==> src/rtl/ledport_pwm_fta64_if.sv <==
// FTA 64-bit command bus payload types and the chip-select/request/response bundle
// seen by the LED port.
package ledport_pwm_fta64_pkg;

    localparam logic [2:0] CTI_CLASSIC = 3'b000;
    localparam logic [2:0] CTI_ERC     = 3'b111;
    localparam logic [1:0] ERR_OKAY    = 2'b00;

    typedef struct packed {
        logic        cyc;
        logic        we;
        logic [2:0]  cti;
        logic [12:0] tid;
        logic [31:0] padr;
        logic [7:0]  sel;
        logic [63:0] dat;
    } fta_cmd_request64_t;

    typedef struct packed {
        logic        ack;
        logic [12:0] tid;
        logic [31:0] adr;
        logic [1:0]  err;
        logic        rty;
        logic [3:0]  pri;
        logic [63:0] dat;
    } fta_cmd_response64_t;

endpackage

interface ledport_pwm_fta64_if;
    import ledport_pwm_fta64_pkg::*;

    logic                cs;
    fta_cmd_request64_t  req;
    fta_cmd_response64_t resp;

    modport master (output cs, output req, input  resp);
    modport slave  (input  cs, input  req, output resp);

endinterface

==> src/rtl/ledport_pwm_fta64.sv <==
// LED port on the FTA64 bus: NLED outputs, each static, blink, PWM or heartbeat.
// A power-on heartbeat drives every LED until software first writes the port.
module ledport_pwm_fta64
    import ledport_pwm_fta64_pkg::*;
#(
    parameter int unsigned NLED  = 8,
    parameter int unsigned HB_W  = 26,
    parameter int unsigned BLK_W = 24
) (
    input  logic                   clk,
    input  logic                   rst,
    ledport_pwm_fta64_if.slave     bus,
    output logic [NLED-1:0]        led
);

    localparam int unsigned MODE_W = 2 * NLED;
    localparam int unsigned DUTY_W = 8 * NLED;

    localparam logic [1:0] ADR_VAL   = 2'd0;
    localparam logic [1:0] ADR_MODE  = 2'd1;
    localparam logic [1:0] ADR_DUTY  = 2'd2;

    localparam logic [1:0] MODE_STATIC = 2'b00;
    localparam logic [1:0] MODE_BLINK  = 2'b01;
    localparam logic [1:0] MODE_PWM    = 2'b10;

    logic [NLED-1:0]   r_val;
    logic [MODE_W-1:0] r_mode;
    logic [DUTY_W-1:0] r_duty;
    logic [BLK_W-1:0]  r_blink;
    logic              r_init;

    logic [HB_W-1:0]   r_cnt;
    logic [7:0]        r_pwm;
    logic [BLK_W-1:0]  r_bcnt;
    logic              r_phase;

    logic [NLED-1:0]     r_led;
    fta_cmd_response64_t r_resp;

    logic              w_wr;
    logic              w_rd;
    logic              w_ack;
    logic [1:0]        w_sel;
    logic              w_hb;
    logic              w_blink_wr;
    logic [63:0]       w_rdata;
    logic [NLED-1:0]   w_led_nxt;
    logic              w_unused_req;

    assign w_sel      = bus.req.padr[4:3];
    assign w_wr       = bus.cs & bus.req.we;
    assign w_rd       = bus.cs & ~bus.req.we;
    assign w_ack      = bus.cs & (~bus.req.we | (bus.req.cti == CTI_ERC));
    assign w_hb       = r_cnt[HB_W-1];
    assign w_blink_wr = w_wr & (w_sel == 2'd3);

    // Fields of the request this port never looks at.
    assign w_unused_req = ^bus.req;

    // Register write; any write ends the power-on heartbeat.
    always_ff @(posedge clk or posedge rst) begin
        if (rst) begin
            r_val   <= '0;
            r_mode  <= '0;
            r_duty  <= '0;
            r_blink <= '0;
            r_init  <= 1'b0;
        end else if (w_wr) begin
            r_init <= 1'b1;
            case (w_sel)
                ADR_VAL:  r_val   <= bus.req.dat[NLED-1:0];
                ADR_MODE: r_mode  <= bus.req.dat[MODE_W-1:0];
                ADR_DUTY: r_duty  <= bus.req.dat[DUTY_W-1:0];
                default:  r_blink <= bus.req.dat[BLK_W-1:0];
            endcase
        end
    end

    // Free-running heartbeat and PWM ramp.
    always_ff @(posedge clk or posedge rst) begin
        if (rst) begin
            r_cnt <= '0;
            r_pwm <= '0;
        end else begin
            r_cnt <= r_cnt + HB_W'(1);
            r_pwm <= r_pwm + 8'd1;
        end
    end

    // Blink half-period counter; a zero period parks the phase dark.
    always_ff @(posedge clk or posedge rst) begin
        if (rst) begin
            r_bcnt  <= '0;
            r_phase <= 1'b0;
        end else if (w_blink_wr || (r_blink == '0)) begin
            r_bcnt  <= '0;
            r_phase <= 1'b0;
        end else if (r_bcnt == r_blink) begin
            r_bcnt  <= '0;
            r_phase <= ~r_phase;
        end else begin
            r_bcnt  <= r_bcnt + BLK_W'(1);
        end
    end

    // Per-LED source select from the current (pre-write) register values.
    always_comb begin
        w_led_nxt = '0;
        for (int i = 0; i < int'(NLED); i++) begin
            case (r_mode[2*i +: 2])
                MODE_STATIC: w_led_nxt[i] = r_val[i];
                MODE_BLINK:  w_led_nxt[i] = r_val[i] & r_phase;
                MODE_PWM:    w_led_nxt[i] = (r_pwm < r_duty[8*i +: 8]);
                default:     w_led_nxt[i] = w_hb;
            endcase
        end
        if (!r_init) begin
            w_led_nxt = {NLED{w_hb}};
        end
    end

    always_ff @(posedge clk or posedge rst) begin
        if (rst) begin
            r_led <= '0;
        end else begin
            r_led <= w_led_nxt;
        end
    end

    // Read-back mux; unused bits read as zero, init flag rides on BLINK bit 63.
    always_comb begin
        w_rdata = '0;
        case (w_sel)
            ADR_VAL:  w_rdata = 64'(r_val);
            ADR_MODE: w_rdata = 64'(r_mode);
            ADR_DUTY: w_rdata = 64'(r_duty);
            default: begin
                w_rdata     = 64'(r_blink);
                w_rdata[63] = r_init;
            end
        endcase
    end

    // Single-cycle response; plain writes are posted and get no ack.
    always_ff @(posedge clk or posedge rst) begin
        if (rst) begin
            r_resp <= '0;
        end else begin
            r_resp.ack <= w_ack;
            r_resp.tid <= bus.req.tid;
            r_resp.adr <= bus.req.padr;
            r_resp.err <= ERR_OKAY;
            r_resp.rty <= 1'b0;
            r_resp.pri <= 4'd7;
            r_resp.dat <= w_rd ? w_rdata : 64'd0;
        end
    end

    assign bus.resp = r_resp;
    assign led      = r_led;

endmodule
==> src/flat_wrapper.sv <==
// flat-port wrapper written by rule: the top's interface ports become plain ports
module ledport_pwm_fta64_flat import ledport_pwm_fta64_pkg::*;
#(
    parameter int unsigned NLED  = 8,
    parameter int unsigned HB_W  = 26,
    parameter int unsigned BLK_W = 24
)
  (clk, rst, led, bus_cs, bus_req, bus_resp);
  ledport_pwm_fta64_if bus_i ();
  input  logic clk;
  input  logic rst;
  output logic [NLED-1:0] led;
  input wire logic [$bits(bus_i.cs)-1:0] bus_cs;
  input wire logic [$bits(bus_i.req)-1:0] bus_req;
  output wire logic [$bits(bus_i.resp)-1:0] bus_resp;
  assign bus_i.cs = bus_cs;
  assign bus_i.req = bus_req;
  assign bus_resp = bus_i.resp;
  ledport_pwm_fta64 #(.NLED(NLED), .HB_W(HB_W), .BLK_W(BLK_W)) u_core (.clk(clk), .rst(rst), .bus(bus_i), .led(led));
endmodule
==> config.mk <==
export PLATFORM = sky130hd
export DESIGN_NAME = ledport_pwm_fta64_flat
export DESIGN_NICKNAME = d
export VERILOG_FILES = /design/src/rtl/ledport_pwm_fta64_if.sv /design/src/rtl/ledport_pwm_fta64.sv /design/src/flat_wrapper.sv
export SDC_FILE = /design/constraint.sdc
export NUM_CORES = 1
export LEC_CHECK = 0
export CELL_PAD_IN_SITES_DETAIL_PLACEMENT = 1
export CELL_PAD_IN_SITES_GLOBAL_PLACEMENT = 2
export CORE_MARGIN = 2
export CORE_UTILIZATION = 37
export CTS_CLUSTER_DIAMETER = 150
export DETAILED_ROUTE_END_ITERATION = 12
export PLACE_DENSITY = 0.83
export SLEW_MARGIN = 10
export SYNTH_ARGS = -nofsm -noshare
export SYNTH_HDL_FRONTEND = slang
export SYNTH_SLANG_ARGS = --single-unit
==> constraint.sdc <==
create_clock -name clk -period 24.2 [get_ports clk]
set_clock_uncertainty 0.1 [all_clocks]
set_input_delay 4.84 -clock clk [delete_from_list [all_inputs] [get_ports clk]]
set_output_delay 4.84 -clock clk [all_outputs]
set_load 0.03 [all_outputs]
### After elaboration in Yosys (flattened, before gate mapping)

Index checks and enable logic that the tools add are counted.

| cells by class | value |
|---|---|
| add/sub/neg operators | 3 |
| magnitude comparators | 8 |
| equal/unequal tests | 21 |
| muxes and demuxes | 15 |
| bitwise operators | 16 |
| reduce and logical (&&, ||, !) cells | 17 |

Operators with widths:

| cell | number |
|---|---|
| $pmux W64 S3 | 1 |
| $lt A8 B8 Y1 | 8 |
| $mux W64 | 1 |
| $mux W24 | 2 |
| $add A26 B1 Y26 const B | 1 |
| $add A24 B1 Y24 const B | 1 |
| $eq A24 B24 Y1 | 1 |
| $logic_not A24 Y1 | 1 |
| $pmux W1 S3 | 8 |
| $eq A2 B2 Y1 const B | 10 |
| $eq A2 B1 Y1 const B | 9 |
| $logic_not A2 Y1 | 9 |
| $and A1 B1 Y1 | 12 |
| $add A8 B1 Y8 const B | 1 |
| $mux W8 | 1 |
| $reduce_and A2 Y1 | 4 |
| $eq A3 B3 Y1 const B | 1 |
| $not A1 Y1 | 3 |
| $reduce_or A3 Y1 | 1 |
| $mux W1 | 2 |
| $reduce_bool A2 Y1 | 1 |
| $logic_or A1 B1 Y1 | 1 |
| $or A1 B1 Y1 | 1 |

| storage, ports and cells | value |
|---|---|
| register bits | 291 |
| input bits | 125 |
| logic and storage cells | 95 |

### Longest topological paths before layout

Gate-level depths: netlist of run 1.

| logic depth | value |
|---|---|
| word-level depth | 4 |
| mapped depth | 7 |

### Worst setup path before layout of run 1

No wires, ideal clock.

| timing path | value |
|---|---|
| path kind | input port to flip-flop |
| start | in bus_req[75] |
| end | reg u_core.r_val[0] |
| data arrival time | 5,969 ps |
| data required time | 23,975 ps |
| slack | 18,006 ps |
| stages on the path | 4 |
| cells stage by stage | buf_4 -> buf_2 -> nor3_2 -> mux2_2 |

| on the way | value |
|---|---|
| cells in the longest elaborated chain, start to end | 2 |

Ends and longest elaborated chain:

| item | RTL line | source |
|---|---|---|
| from (decl) | flat_wrapper.sv:14 | `input wire logic [$bits(bus_i.req)-1:0] bus_req;` |
| $logic_not A2 Y1 | ledport_pwm_fta64.sv:71 | `case (w_sel)` |
| $reduce_and A2 Y1 (no source line) | n/a |  |
| to (signal assigned) | ledport_pwm_fta64.sv:72 | `ADR_VAL: r_val <= bus.req.dat[NLED-1:0];` |
| to (decl) | ledport_pwm_fta64.sv:27 | `logic [NLED-1:0] r_val;` |

No other way between the ends.
A chain may end at the register's enable or synchronous reset.

==> impl_metrics.tcl, run 1 <==
set metrics [dict create \
    cts.sinks 291 \
    yosys.area.top_type "dfrtp_1" \
    drt-wirelength-per-cell_um 20.04 \
    coreArea_um2 33620 \
    async_reset_ff_share_pct 100.0 \
    worstSkewPairLatency_ps 530 \
    place_congestion 0.7510 \
    slowest_delay_ps 900 \
    clk_pin_slew_ps 60 \
    crit_path_start_kind "input pin" \
    synth.top_cell.area_share_pct 57.57 \
    ios 250 \
    crit_path_end_kind "asynchronous set/reset pin" \
    rrSetupSlack_ps 21770 \
    dpl_cell_area_um2 15420 \
    fp.dieArea_um2 35680 \
    crit_chain "clkdlybuf4s50_1, inv_8, buf_4, buf_4" \
    die_h_um 188.9 \
    ant_nets 0 \
    post-place-cells 1656 \
    syn_area_per_cell_um2 12.62 \
    drt_iter0_markers 392 \
    clock_path_buffers 3 \
    grt_pass1_wl_um 54270 \
    hold_violations 0 \
    status "completed" \
    vias_per_cell 4.994 \
    cp.required_ps 24610 \
    drive_above_1_share_pct 15.85 \
    fin_util_pct 49.28 \
    track_usage_pct 19.59 \
    crit_fanout 142 \
    postCtsResizedCells 0 \
    start_util_pct 37.63 \
    switching_power_uw 386.0 \
    stdcell_count 1717 \
    finalMaxSlewViolations 0 \
    fin_crit_sh_pct 31.20 \
    critPathBufInv 4 \
    critPathMostFrequentCell "buf_4" \
    worstMarginPinSlew_ps 999.3 \
    final_cell_area_um2 16570 \
    fmax_mhz 132.4 \
    fill_cells 3467 \
    layout_commonest_cell "dfrtp_1" \
    rows 67 \
    synthCells 1002 \
    area_delta_synth_final_pct 30.98 \
    synth_edf_count 0 \
    finalSetupViolCount 0 \
    min_period_ps 7551 \
    combPwrFrac_pct 18.0 \
    finalSetupTns_ps 0 \
    drc 0 \
    nNetsFinal 1428 \
    ys.flop_type "dfrtp_1" \
    hold_start "u_core.r_cnt[0]" \
    worstReg2RegStart "u_core.r_blink[0]" \
    drt_wl_total_um 34400 \
    cp_top_family "buffers and inverters" \
    hold_end "u_core.r_cnt[0]" \
    grt_pass1_vias 9373 \
    hold_depth 1 \
    cts_root_buf "clkbuf_16" \
    hp-class "reg -> reg" \
    arrival_ps 7960 \
    p_int_uw 975.7 \
    overflow 0 \
    hpwl_um 23900 \
    switching_share_pct 28.35 \
    grt_max_degree 143 \
    pwr_density_cell_nw_per_um2 82.19 \
    rsz0062_at_grt "no" \
    die_x_um 188.9 \
    first_pass_iters 4 \
    p_leak_nw 7.609 \
    post_cts_buffers 0 \
    layout_common_cells "dfrtp_1 (291), clkdlybuf4s50_1 (235), mux2_2 (113)" \
    clockPowerShare_pct 38.2 \
    maxSlewHeadroom_pct 33.38 \
    port_buffers 236 \
    reg2reg_to "u_core.r_bcnt[20]" \
    via_count 8575 \
    yosysUniqueCellTypes 47 \
    ctsHtreeMaxLevel 2 \
    ys_seq_elements 291 \
    yosysWarningCount 0 \
    ys_top_cells_by_area "dfrtp_1 (58%), mux2_2 (10%), ha_1 (5.8%)" \
    cts_hold_buf 0 \
    yosysSeqAreaShare_pct 57.57 \
    antenna_found_initial 1 \
    syn_area_um2 12650 \
    p_seq_share_pct 43.8 \
    cts_tree "built" \
    maxCapViolCount 0 \
    r2r_cells 5 \
    path_class "in -> async" \
    peakVddDrop_v 0.00004919 \
    cts_inserted_buffers 34 \
    cp_slowest_cell "buf_4" \
]
==> power by group through the flow <==
stage                     clock network [mW]  registers [mW]  logic [mW]
after detailed placement                   0           0.605       0.248
after global routing                   0.550           0.604       0.271
after CTS                              0.531           0.597       0.251
after floorplan                            0           0.612       0.139
final                                  0.520           0.596       0.246
after global placement                     0           0.601       0.240
==> area by class of cell <==
| cell class | instances | area [um2] | area share [%] |
|---|---|---|---|
| tap | 448 | 560.5 | 3.383 |
| multi-input combinational | 611 | 4926 | 29.73 |
| antenna | 1 | 2.502 | 0.01510 |
| timing repair buffer | 243 | 2410 | 14.55 |
| clock buffer | 47 | 979.7 | 5.913 |
| clock inverter | 13 | 162.7 | 0.9818 |
| sequential | 291 | 7282 | 43.95 |
| inverter | 63 | 244.0 | 1.473 |
==> worst register-to-register path: cells and delay by family (launching register included) <==
kind	cells	cell delay, ps
AO/OA/AOI/OAI	1	830
AND/OR/NAND/NOR	3	630
flip-flops	1	490
XOR/XNOR	1	230
==> cell usage after synthesis (15+ instances only) <==
cell	n
nand4_1	22
ha_1	59
a21oi_1	15
nor2_1	72
nand3_1	20
mux2_2	113
dfrtp_1	291
nor3_1	35
xor2_1	50
mux2i_1	16
xnor2_1	26
a21o_1	24
inv_1	63
buf_2	15
nand2_1	36
==> kinds of logic after synthesis <==
kind of cell	share of synthesized area (%)
DFF	57.57
and+or+nand+nor	10.14
muxes	12.75
buffers and inverters	3.591
AOI/OAI and AO/OA	4.788
xor gates and xnor gates	5.263
adders and majority gates	5.836
other	0.05938
==> state kept, by name (all words and copies together), names as in the netlist <==
name             flops
u_core.bus.resp    111
u_core.r_duty       64
u_core.r_cnt        26
u_core.r_bcnt       24
u_core.r_blink      24
u_core.r_mode       16
u_core.led           8
u_core.r_pwm         8
u_core.r_val         8
u_core.r_init        1
u_core.r_phase       1
==> per-stage QoR <==
step / hold WS [ps] / setup WS [ps] / total power [mW]
6_report: 379.3 / 16650 / 1.362
5_1_grt: 401.9 / 16170 / 1.425
4_1_cts: 383.6 / 16490 / 1.378
3_5_place_dp: 358.8 / 15930 / 0.8526
3_3_place_gp: 350.9 / 15990 / 0.8407
2_1_floorplan: 334.2 / 11230 / 0.7507
==> how the worst max path moves through the flow <==
stage	from	end	slack [ps]	cells after the start
6_report	rst	u_core.r_blink[8]	16650	4
5_1_grt	rst	u_core.bus.resp[8]	16170	4
4_1_cts	rst	u_core.r_duty[5]	16490	4
3_5_place_dp	rst	u_core.bus.resp[64]	15930	4
3_3_place_gp	rst	u_core.bus.resp[64]	15990	4
2_1_floorplan	rst	u_core.bus.resp[0]	11230	1
==> layer usage <==
layer  wire [um]  global-route usage, %  up-vias
met5           0                      0        -
met4         568                  5.018        0
met3        1433                  3.262       39
met2       17220                  33.67      172
met1       15180                  25.81     4417
li1            -                      -     3947
Note: power is estimated with default switching activity, not from simulation.
==> inputs of run 2 (changes only) <==
--- a/config.mk
+++ b/config.mk
@@ -8,10 +8,10 @@
 export CELL_PAD_IN_SITES_DETAIL_PLACEMENT = 1
 export CELL_PAD_IN_SITES_GLOBAL_PLACEMENT = 2
 export CORE_MARGIN = 2
-export CORE_UTILIZATION = 37
+export CORE_UTILIZATION = 31
 export CTS_CLUSTER_DIAMETER = 150
 export DETAILED_ROUTE_END_ITERATION = 12
-export PLACE_DENSITY = 0.83
+export PLACE_DENSITY = 0.74
 export SLEW_MARGIN = 10
 export SYNTH_ARGS = -nofsm -noshare
 export SYNTH_HDL_FRONTEND = slang
==> constraint.sdc (replaced) <==
create_clock -name clk -period 6.55 [get_ports clk]
set_clock_uncertainty 0.1 [all_clocks]
set_input_delay 1.31 -clock clk [delete_from_list [all_inputs] [get_ports clk]]
set_output_delay 1.31 -clock clk [all_outputs]
set_load 0.03 [all_outputs]
==> run 2 against run 1 <==
  * Utilization decreased by 7.4 points
  * Highest routed layer unchanged
  * Design area increased by 1.1%
  * Sequential share of layout area decreased by 0.46 points
  * Clock-buffer cell count increased by 2
  * Routed wire length grew 4.1%
  * Critical path type is now in -> reg
  * Flip-flop and latch count is the same
  * Register-to-register slack got worse by 18000 ps
  * Clock power rose to 3.8 times the previous value
  * Global-route usage down 2.3 points
  * Worst hold slack worse by 14 ps
==> impl_metrics.tcl, run 2 (same netlist as run 1, synthesis figures left out) <==
set metrics [dict create \
    fmax_mhz 248.5 \
    rsz0062_at_grt "no" \
    whs_ps 365.2 \
    track_usage_pct 17.30 \
    hold_depth 1 \
    crit_path_start_kind "input pin" \
    drt_iter0_markers 315 \
    port_buffers 236 \
    first_pass_iters 4 \
    finalSetupTns_ps 0 \
    largest_reg_flops 111 \
    die_h_um 206.0 \
    cts.sinks 291 \
    crit_path_end_kind "flop" \
    post_cts_buffers 0 \
    vias_per_cell 4.756 \
    fin_crit_sh_pct 61.43 \
    crit_fanout 16 \
    coreArea_um2 40010 \
    die_x_um 206.0 \
    fp.dieArea_um2 42430 \
    ctsHtreeMaxLevel 2 \
    area_delta_synth_final_pct 32.37 \
    cts_hold_buf 0 \
    drt-wirelength-per-cell_um 19.93 \
    peakVddDrop_v 0.0001432 \
    antenna_found_initial 0 \
    fill_cells 4208 \
    dpl_cell_area_um2 15550 \
    start_util_pct 31.62 \
    nNetsFinal 1431 \
    maxSlewHeadroom_pct 29.90 \
    hold_violations 0 \
    grt_max_degree 172 \
    cp.required_ps 6860 \
    r2r_cells 5 \
    fin_total_pwr_mw 5.097 \
    postCtsResizedCells 0 \
    grt_pass1_wl_um 55350 \
    drive_above_1_share_pct 16.29 \
    ant_nets 0 \
    arrival_ps 4340 \
    rows 73 \
    met3WireLength_um 1666 \
    p_leak_nw 7.648 \
    wl_met2_um 17350 \
    status "completed" \
    ios 250 \
    drc 0 \
    finalSetupViolCount 0 \
    routed.top_layer "met4" \
    cts_inserted_buffers 35 \
    path_class "in -> reg" \
    grt_pass1_vias 9341 \
    hp-class "reg -> reg" \
    clock_path_buffers 3 \
    drt_wl_total_um 35810 \
    via_count 8547 \
    worstMarginPinSlew_ps 1051 \
    hpwl_um 24940 \
    overflow 0 \
    final_cell_area_um2 16740 \
    cts_tree "built" \
    maxCapViolCount 0 \
    finalMaxSlewViolations 0 \
    pwr_density_cell_nw_per_um2 304.5 \
    place_congestion 0.7520 \
    drt-met1-wl_um 15820 \
    cts_root_buf "clkbuf_16" \
    min_period_ps 4023 \
    worstSkewPairLatency_ps 540 \
    layout_common_cells "dfrtp_1 (291), clkdlybuf4s50_1 (235), mux2_2 (113)" \
    layout_commonest_cell "dfrtp_1" \
    clk_pin_slew_ps 60 \
]
run 2: cell types whose count changed in the layout (fill, tap and decap cells not counted):
| cell | before | now |
|---|---|---|
| buf_12 | 0 | 2 |
| clkbuf_1 | 5 | 2 |
| clkbuf_16 | 34 | 36 |
| clkbuf_8 | 8 | 11 |
| clkinv_16 | 1 | 0 |
| clkinv_2 | 7 | 8 |
| clkinv_8 | 0 | 1 |
| clkinvlp_4 | 0 | 1 |
| inv_16 | 1 | 0 |
| inv_6 | 2 | 1 |
| inv_8 | 1 | 0 |
run 2: layer usage:
layer	up-vias	GRT usage [%]
met5	-	0
met4	0	6.020
met3	58	3.642
met2	150	28.81
met1	4379	22.30
li1	3960	-
run 2: path summary, 6_finish.rpt:
path | start | slack (ps) | end
worst max-delay path | bus_req[76] | 2530 | u_core.r_mode[13]
worst min-delay path | u_core.r_cnt[6] | 370 | u_core.r_cnt[6]
worst max register to register | u_core.r_pwm[1] | 4050 | u_core.led[4]
worst min register to register | u_core.r_cnt[6] | 370 | u_core.r_cnt[6]
max in group asynchronous | rst | 4050 | u_core.r_bcnt[2]
min in group asynchronous | rst | 1000 | u_core.bus.resp[73]
run 2: metrics by stage:
stage / setup WS, ps / util, % / cells
finish: 2527 / 41.85 / 1797
global route: 2427 / 41.84 / 1796
detailed placement: 1988 / 38.88 / 1735
floorplan: 1279 / - / 1005
global placement: 2074 / 38.88 / 1735
CTS: 2539 / 41.84 / 1796
run 2: final cells by class:
class / count / area (um2) / area share, %
Timing Repair Buffer: 245 / 2450 / 14.63
Sequential cell: 291 / 7282 / 43.49
Tap cell: 525 / 656.9 / 3.923
Inverter: 63 / 240.2 / 1.435
Clock buffer: 49 / 1060 / 6.330
Multi-Input combinational cell: 611 / 4926 / 29.42
Antenna cell: 1 / 2.502 / 0.01495
Clock inverter: 12 / 125.1 / 0.7473
run 2: worst max-delay path, cell delays in order:
cell and delay (ps):
clkdlybuf4s50_1 710, buf_4 360, nor2b_1 790, nand3_2 670, mux2_2 480
run 2: power breakdown:
group / leakage, nW / switching (mW) / internal, mW
Combinational: 3.38 / 0.454 / 0.453
Clock: 0.596 / 0.777 / 1.21
Sequential: 3.67 / 0.192 / 2.01
==> inputs of run 3 (changes only) <==
--- a/config.mk
+++ b/config.mk
@@ -8,10 +8,10 @@
 export CELL_PAD_IN_SITES_DETAIL_PLACEMENT = 1
 export CELL_PAD_IN_SITES_GLOBAL_PLACEMENT = 2
 export CORE_MARGIN = 2
-export CORE_UTILIZATION = 31
+export CORE_UTILIZATION = 35
 export CTS_CLUSTER_DIAMETER = 150
 export DETAILED_ROUTE_END_ITERATION = 12
-export PLACE_DENSITY = 0.74
+export PLACE_DENSITY = 0.79
 export SLEW_MARGIN = 10
 export SYNTH_ARGS = -nofsm -noshare
 export SYNTH_HDL_FRONTEND = slang
==> constraint.sdc (replaced) <==
create_clock -name clk -period 4.1 [get_ports clk]
set_clock_uncertainty 0.1 [all_clocks]
set_input_delay 0.82 -clock clk [delete_from_list [all_inputs] [get_ports clk]]
set_output_delay 0.82 -clock clk [all_outputs]
set_load 0.03 [all_outputs]
==> run 3 against run 2 <==
  * Routed wire length decreased by 2.7%
  * Register-to-register slack worse by 2500 ps
  * Critical path depth down 1
  * Worst setup slack got worse by 990 ps
  * Sequential share of layout area grew 0.20 points
  * Design area shrank 0.46%
  * Sequential power rose by 59%
  * Non-clock buffer count is 4 higher
  * Critical path type is now reg -> reg
  * Largest cell class unchanged
==> impl_metrics.tcl, run 3 (same netlist as run 1, synthesis figures left out) <==
set metrics [dict create \
    r2r_cells 4 \
    rsz0062_at_grt "no" \
    worstReg2RegStart "u_core.r_pwm[5]" \
    layout_common_cells "dfrtp_1 (291), clkdlybuf4s50_1 (235), mux2_2 (113)" \
    cts_hold_buf 0 \
    pwr_density_cell_nw_per_um2 479.9 \
    fp.dieArea_um2 37670 \
    postCtsResizedCells 0 \
    cts_root_buf "clkbuf_16" \
    track_usage_pct 18.75 \
    final_cell_area_um2 16670 \
    fin_crit_sh_pct 62.55 \
    clock_path_buffers 3 \
    cp.required_ps 4350 \
    ctsHtreeMaxLevel 2 \
    finalSetupTns_ps 0 \
    layout_commonest_cell "dfrtp_1" \
    whs_ps 370.3 \
    finalSetupViolCount 0 \
    maxCapViolCount 0 \
    fmax_mhz 389.9 \
    stdcell_count 1734 \
    cts.sinks 291 \
    dpl_cell_area_um2 15550 \
    grt_pass1_vias 9444 \
    crit_fanout 11 \
    post_cts_buffers 0 \
    grt_pass1_wl_um 55130 \
    cts_tree "built" \
    arrival_ps 2810 \
    coreArea_um2 35570 \
    crit_path_start_kind "flop" \
    ios 250 \
    fin_total_pwr_mw 7.998 \
    largest_reg_flops 111 \
    status "completed" \
    hold_violations 0 \
    drt_wl_total_um 34860 \
    clk_pin_slew_ps 60 \
    fin_util_pct 46.86 \
    ant_nets 0 \
    place_congestion 0.7275 \
    post-place-cells 1675 \
    hold_depth 1 \
    drt-wirelength-per-cell_um 20.10 \
    path_class "reg -> reg" \
    peakVddDrop_v 0.0003302 \
    min_period_ps 2565 \
    die_h_um 194.1 \
    reg2reg_to "u_core.led[4]" \
    place_ws_ps 1073 \
    setup_slack_ps 1535 \
    hpwl_um 24310 \
    start_util_pct 35.56 \
    hold_start "u_core.r_cnt[0]" \
    worstMarginPinSlew_ps 1088 \
    antenna_found_initial 0 \
    diodes 0 \
    cts_inserted_buffers 35 \
    hold_end "u_core.r_cnt[0]" \
    maxSlewHeadroom_pct 26.88 \
    finalMaxSlewViolations 0 \
    drt_iter0_markers 318 \
    drc 0 \
    cp-startpoint "u_core.r_pwm[5]" \
    first_pass_iters 4 \
    worstSkewPairLatency_ps 520 \
    rrSetupSlack_ps 1540 \
    area_delta_synth_final_pct 31.76 \
    p_leak_nw 7.638 \
    grt_max_degree 69 \
    rows 69 \
    overflow 0 \
    die_x_um 194.1 \
    hp-class "reg -> reg" \
    via_count 8603 \
    crit_path_end_kind "flop" \
    drive_above_1_share_pct 15.79 \
    nNetsFinal 1435 \
    vias_per_cell 4.961 \
    port_buffers 236 \
]
[run 3: how the worst max path moves through the flow]
stage                          to  cells past startpoint  slack (ps)
2_1_floorplan  u_core.bus.resp[0]                      1        -680
3_3_place_gp      u_core.r_val[1]                      3        1080
3_5_place_dp      u_core.r_val[0]                      3        1070
4_1_cts              bus_resp[58]                      1        1570
5_1_grt         u_core.r_bcnt[11]                      5        1440
6_report            u_core.led[4]                      4        1540
[run 3: critical path, stage by stage, from the launching register on]
cell and delay (ps):
dfrtp_1 670, ha_1 460, nand4_1 100, o31ai_1 920
a21oi_1 140
[run 3: layout make-up]
type	count	area [um2]
Fill cell	3713	18900
Clock buffer	51	1018
Tap cell	461	576.8
Inverter	63	240.2
Multi-Input combinational cell	611	4926
Clock inverter	8	92.59
Timing Repair Buffer	249	2530
Sequential cell	291	7282
[run 3: routing by layer]
layer | wire length (um) | GRT usage (%) | vias up | part of all wire, %
met2 | 16850 | 30.93 | 179 | 48
met5 | 0 | 0 | - | 0
li1 | - | - | 3951 | -
met4 | 929 | 5.892 | 0 | 2.7
met3 | 1589 | 3.566 | 50 | 4.6
met1 | 15490 | 25.00 | 4423 | 44
[run 3: power breakdown]
group	switching, mW	internal (mW)
Sequential	0.301	3.22
Clock	1.18	1.84
Combinational	0.723	0.730
Total	2.21	5.79
==> RTL edit 1 (flow settings as in run 3) <==
`HB_W` is set to 26 in 2 places; all go to 30.
--- a/src/rtl/ledport_pwm_fta64.sv
+++ b/src/rtl/ledport_pwm_fta64.sv
@@ -6,3 +6,3 @@
     parameter int unsigned NLED  = 8,
-    parameter int unsigned HB_W  = 26,
+    parameter int unsigned HB_W  = 30,
     parameter int unsigned BLK_W = 24
--- a/src/flat_wrapper.sv
+++ b/src/flat_wrapper.sv
@@ -4,3 +4,3 @@
     parameter int unsigned NLED  = 8,
-    parameter int unsigned HB_W  = 26,
+    parameter int unsigned HB_W  = 30,
     parameter int unsigned BLK_W = 24
Check against the original RTL: no difference found for any inputs over 4 cycles, from zero or initial values and one cycle with rst high; that may be too few to reach the edited logic, so the function may still have changed.
==> RTL edit 1 against run 3 <==
- routed wire length increased by 1.2%
- sequential cell count increased by 4
- synthesized area increased by 2.2%
- final area increased by 2.0%
- register-to-register slack improved by 0.04 ns
- critical path depth increased by 3
- first-iteration DRC count increased by 18%
- setup slack got worse by 0.040 ns
- core utilization decreased by 0.32 points
- synthesized cell count increased by 1.8%
- power increased by 1.9%
==> RTL edit 1: results <==
export IMPL_synth_cell_types=48
export IMPL_p_leak_uw=0.007789
export IMPL_met3_length_mm=1.677
export IMPL_synth_area_leaders="dfrtp_1, mux2_2, ha_1"
export IMPL_switchingPower_uw=2243
export IMPL_irDropWorstVdd_mv=0.2370
export IMPL_slowest_delay_ns=0.47
export IMPL_fin_nets=1454
export IMPL_synthXorXnorAreaFrac=0.05423
export IMPL_path_max_fanout=22
export IMPL_cp_slowest_cell="clkdlybuf4s50_1"
export IMPL_fill_cells=3768
export IMPL_synth_compound_area_frac=0.04687
export IMPL_drt_total_wl_mm=35.27
export IMPL_worst_pin_slew_ns=0.9648
export IMPL_outcome="complete, no violations"
export IMPL_drive_above_1_share=0.1654
export IMPL_m1WireLength_mm=15.74
export IMPL_track_usage=0.1858
export IMPL_grt_max_degree=67
export IMPL_yosys_top_cells_count="dfrtp_1, mux2_2, inv_1"
export IMPL_ys_warn_count=0
export IMPL_synth_adder_area_share=0.05713
export IMPL_grt_pass1_wl_mm=55.52
export IMPL_path_clk_slew_ns=0.06
export IMPL_min_path_type="flop to flop"
export IMPL_wl_met2_mm=17.28
export IMPL_dp_slack_ns=0.9779
export IMPL_first_iter_violations=375
export IMPL_hpwl_mm=25.01
export IMPL_worstPathArrival_ns=2.88
export IMPL_crit_family="buffers and inverters"
export IMPL_yosys_mux_area_fraction=0.1248
export IMPL_seq_area_frac_synth=0.5713
export IMPL_routabilityCongestion=0.7799
export IMPL_top_layer="met4"
export IMPL_via_per_inst=4.928
export IMPL_grt_pass1_vias=9651
==> RTL edit 1: final cells by class <==
type,count,area [um2],share of cell area
Sequential cell,295,7382,0.4343
Multi-Input combinational cell,621,5067,0.2981
Timing Repair Buffer,253,2560,0.1506
Clock buffer,50,1022,0.06014
Tap cell,468,585.6,0.03445
Inverter,64,244.0,0.01435
Clock inverter,11,136.4,0.008024
==> RTL edit 1: metrics by stage <==
stage / std cells / setup TNS (ns)
6_report: 1762 / 0
5_1_grt: 1762 / 0
4_1_cts: 1762 / 0
3_5_place_dp: 1701 / 0
3_3_place_gp: 1701 / 0
2_1_floorplan: 1023 / -217.45
==> RTL edit 1: path summary, 6_finish.rpt <==
| path | from | cells after the start | endpoint | slack (ns) |
|---|---|---|---|---|
| min in group asynchronous | rst | 2 | u_core.bus.resp[73] | 0.68 |
| max in group asynchronous | rst | 4 | u_core.bus.resp[64] | 2.22 |
| hold reg to reg | u_core.r_cnt[28] | 1 | u_core.r_cnt[28] | 0.37 |
| setup reg to reg | u_core.r_blink[7] | 6 | u_core.r_bcnt[8] | 1.58 |
| setup / recovery | bus_req[76] | 7 | u_core.r_bcnt[8] | 1.49 |
| hold / removal | u_core.r_cnt[28] | 1 | u_core.r_cnt[28] | 0.37 |
==> RTL edit 1: routing by layer <==
| layer | GRT usage | vias to the layer above |
|---|---|---|
| li1 | - | 4017 |
| met1 | 0.2473 | 4445 |
| met2 | 0.3180 | 180 |
| met3 | 0.03043 | 42 |
| met4 | 0.04377 | 0 |
| met5 | 0 | - |
==> RTL edit 1: power groups by stage <==
stage	clock network (uW)	registers [uW]	logic, uW
floorplan	0	3660	823
global placement	0	3600	1440
detailed placement	0	3620	1490
CTS	3220	3570	1500
global route	3330	3610	1610
finish	3110	3570	1470
==> RTL edit 1: logic make-up after synthesis <==
family | Yosys count
AND/OR/NAND/NOR | 253
adder cells (fa/ha/maj) | 59
XOR/XNOR | 80
flip-flops | 295
AO/OA/AOI/OAI | 87
other | 2
multiplexers | 137
buffers and inverters | 107
==> RTL edit 2 (settings of run 3) <==
Made on the original files. Make the reset (`rst`) synchronous in 5 clocked blocks.
--- a/src/rtl/ledport_pwm_fta64.sv
+++ b/src/rtl/ledport_pwm_fta64.sv
@@ -61,3 +61,3 @@
     // Register write; any write ends the power-on heartbeat.
-    always_ff @(posedge clk or posedge rst) begin
+    always_ff @(posedge clk) begin
         if (rst) begin
@@ -80,3 +80,3 @@
     // Free-running heartbeat and PWM ramp.
-    always_ff @(posedge clk or posedge rst) begin
+    always_ff @(posedge clk) begin
         if (rst) begin
@@ -91,3 +91,3 @@
     // Blink half-period counter; a zero period parks the phase dark.
-    always_ff @(posedge clk or posedge rst) begin
+    always_ff @(posedge clk) begin
         if (rst) begin
@@ -122,3 +122,3 @@
 
-    always_ff @(posedge clk or posedge rst) begin
+    always_ff @(posedge clk) begin
         if (rst) begin
@@ -145,3 +145,3 @@
     // Single-cycle response; plain writes are posted and get no ack.
-    always_ff @(posedge clk or posedge rst) begin
+    always_ff @(posedge clk) begin
         if (rst) begin
Check against the original RTL: differs if rst is asserted again (counterexample within 4 cycles, from zero or initial values and one cycle with rst high); with rst held inactive, the same outputs for 4 cycles.
==> RTL edit 2 against run 3 <==
- sequential cell count is the same
- synthesized area down 5.8%
- routed wire length grew 6.5%
- setup slack lost 0.15 ns
- final area decreased by 5.6%
- critical path type unchanged
Power is not compared: it rests on default switching activity, and its combinational part moved more than twofold at a synthesized area within 25%.
==> RTL edit 2: results <==
export IMPL_seq_area_frac_synth=0.4888
export IMPL_first_pass_iters=7
export IMPL_dp_cells=1982
export IMPL_worstPathArrival_ns=2.96
export IMPL_root_buffer="clkbuf_16"
export IMPL_worst_pin_slew_ns=0.9419
export IMPL_routabilityCongestion=0.7664
export IMPL_layout_min_cycle_time_ns=2.716
export IMPL_first_iter_violations=467
export IMPL_synth_adder_area_share=0.06194
export IMPL_drt_total_wl_mm=37.13
export IMPL_cp_slowest_cell="dfxtp_1"
export IMPL_fin_nets=1754
export IMPL_r2r_end="u_core.led[3]"
export IMPL_drive_above_1_share=0.04896
export IMPL_wire_per_inst_um=18.19
export IMPL_yosys_mux_area_fraction=0.02457
export IMPL_cts_buffers=34
export IMPL_synth_area_leaders="dfxtp_1, nand2_1, ha_1"
export IMPL_holdWs_ns=0.3535
export IMPL_min_delay_path_depth=2
export IMPL_track_usage=0.2080
export IMPL_path_max_fanout=10
export IMPL_antenna_found_initial=0
export IMPL_numPortBuffers=236
export IMPL_synth_cell_types=37
export IMPL_num_antenna_cells=0
export IMPL_dp_slack_ns=0.9356
export IMPL_startpoint="u_core.r_pwm[5]"
export IMPL_synth_compound_area_frac=0.1114
export IMPL_outcome="complete, no violations"
export IMPL_slowest_delay_ns=0.78
export IMPL_grt_max_degree=76
export IMPL_placed_area_um2=14660
export IMPL_p_leak_uw=0.005743
export IMPL_grt_pass1_wl_mm=58.52
export IMPL_rrSetupSlack_ns=1.38
export IMPL_via_per_inst=4.961
export IMPL_synthXorXnorAreaFrac=0.05144
export IMPL_crit_family="compound AO/OA/AOI/OAI gates"
export IMPL_syn_area_per_cell_um2=8.776
export IMPL_clock_latency_ns=0.52
export IMPL_hpwl_mm=25.89
export IMPL_cts_max_level=2
export IMPL_r2r_worst_path_cells=6
export IMPL_cts_setup_buffers=0
export IMPL_min_to="u_core.r_duty[43]"
export IMPL_yosys_top_cells_count="dfxtp_1, nand2_1, a21oi_1"
export IMPL_critPathKind="flop to flop"
export IMPL_grt_pass1_vias=10450
export IMPL_synthArstFlopShare=0
export IMPL_hold_start="u_core.r_duty[43]"
RTL edit 2: changes by cell type after synthesis, sizes merged, moves of 26 or more:
cell,run 3,this run
a21oi,15,126
dfxtp,0,291
o21ai,12,38
mux2,113,2
nor2b,9,58
nand2,36,258
dfrtp,291,0
clkbuf,11,50
RTL edit 2: worst reg2reg max path, cell delays in order (launching register included):
cell and delay (ns):
dfxtp_1 0.78, ha_1 0.36, a21o_1 0.19, a21o_1 0.18, a211oi_1 0.22, o21ai_1 0.17, a311oi_1 0.56
RTL edit 2: cell type report:
cell class | instances | area [um2]
inverters | 65 | 244.0
well taps | 448 | 560.5
multi-input cells | 928 | 5540
flip-flops and latches | 291 | 5826
repair buffers | 250 | 2489
fillers | 3877 | 17810
clock inverters | 9 | 116.4
clock buffers | 50 | 950.9
RTL edit 2: routing by layer:
layer  track usage  wire length, um
met1        0.2658            16360
met3       0.03800             1934
met4       0.04567              677
met2        0.3645            18160
met5             0                0
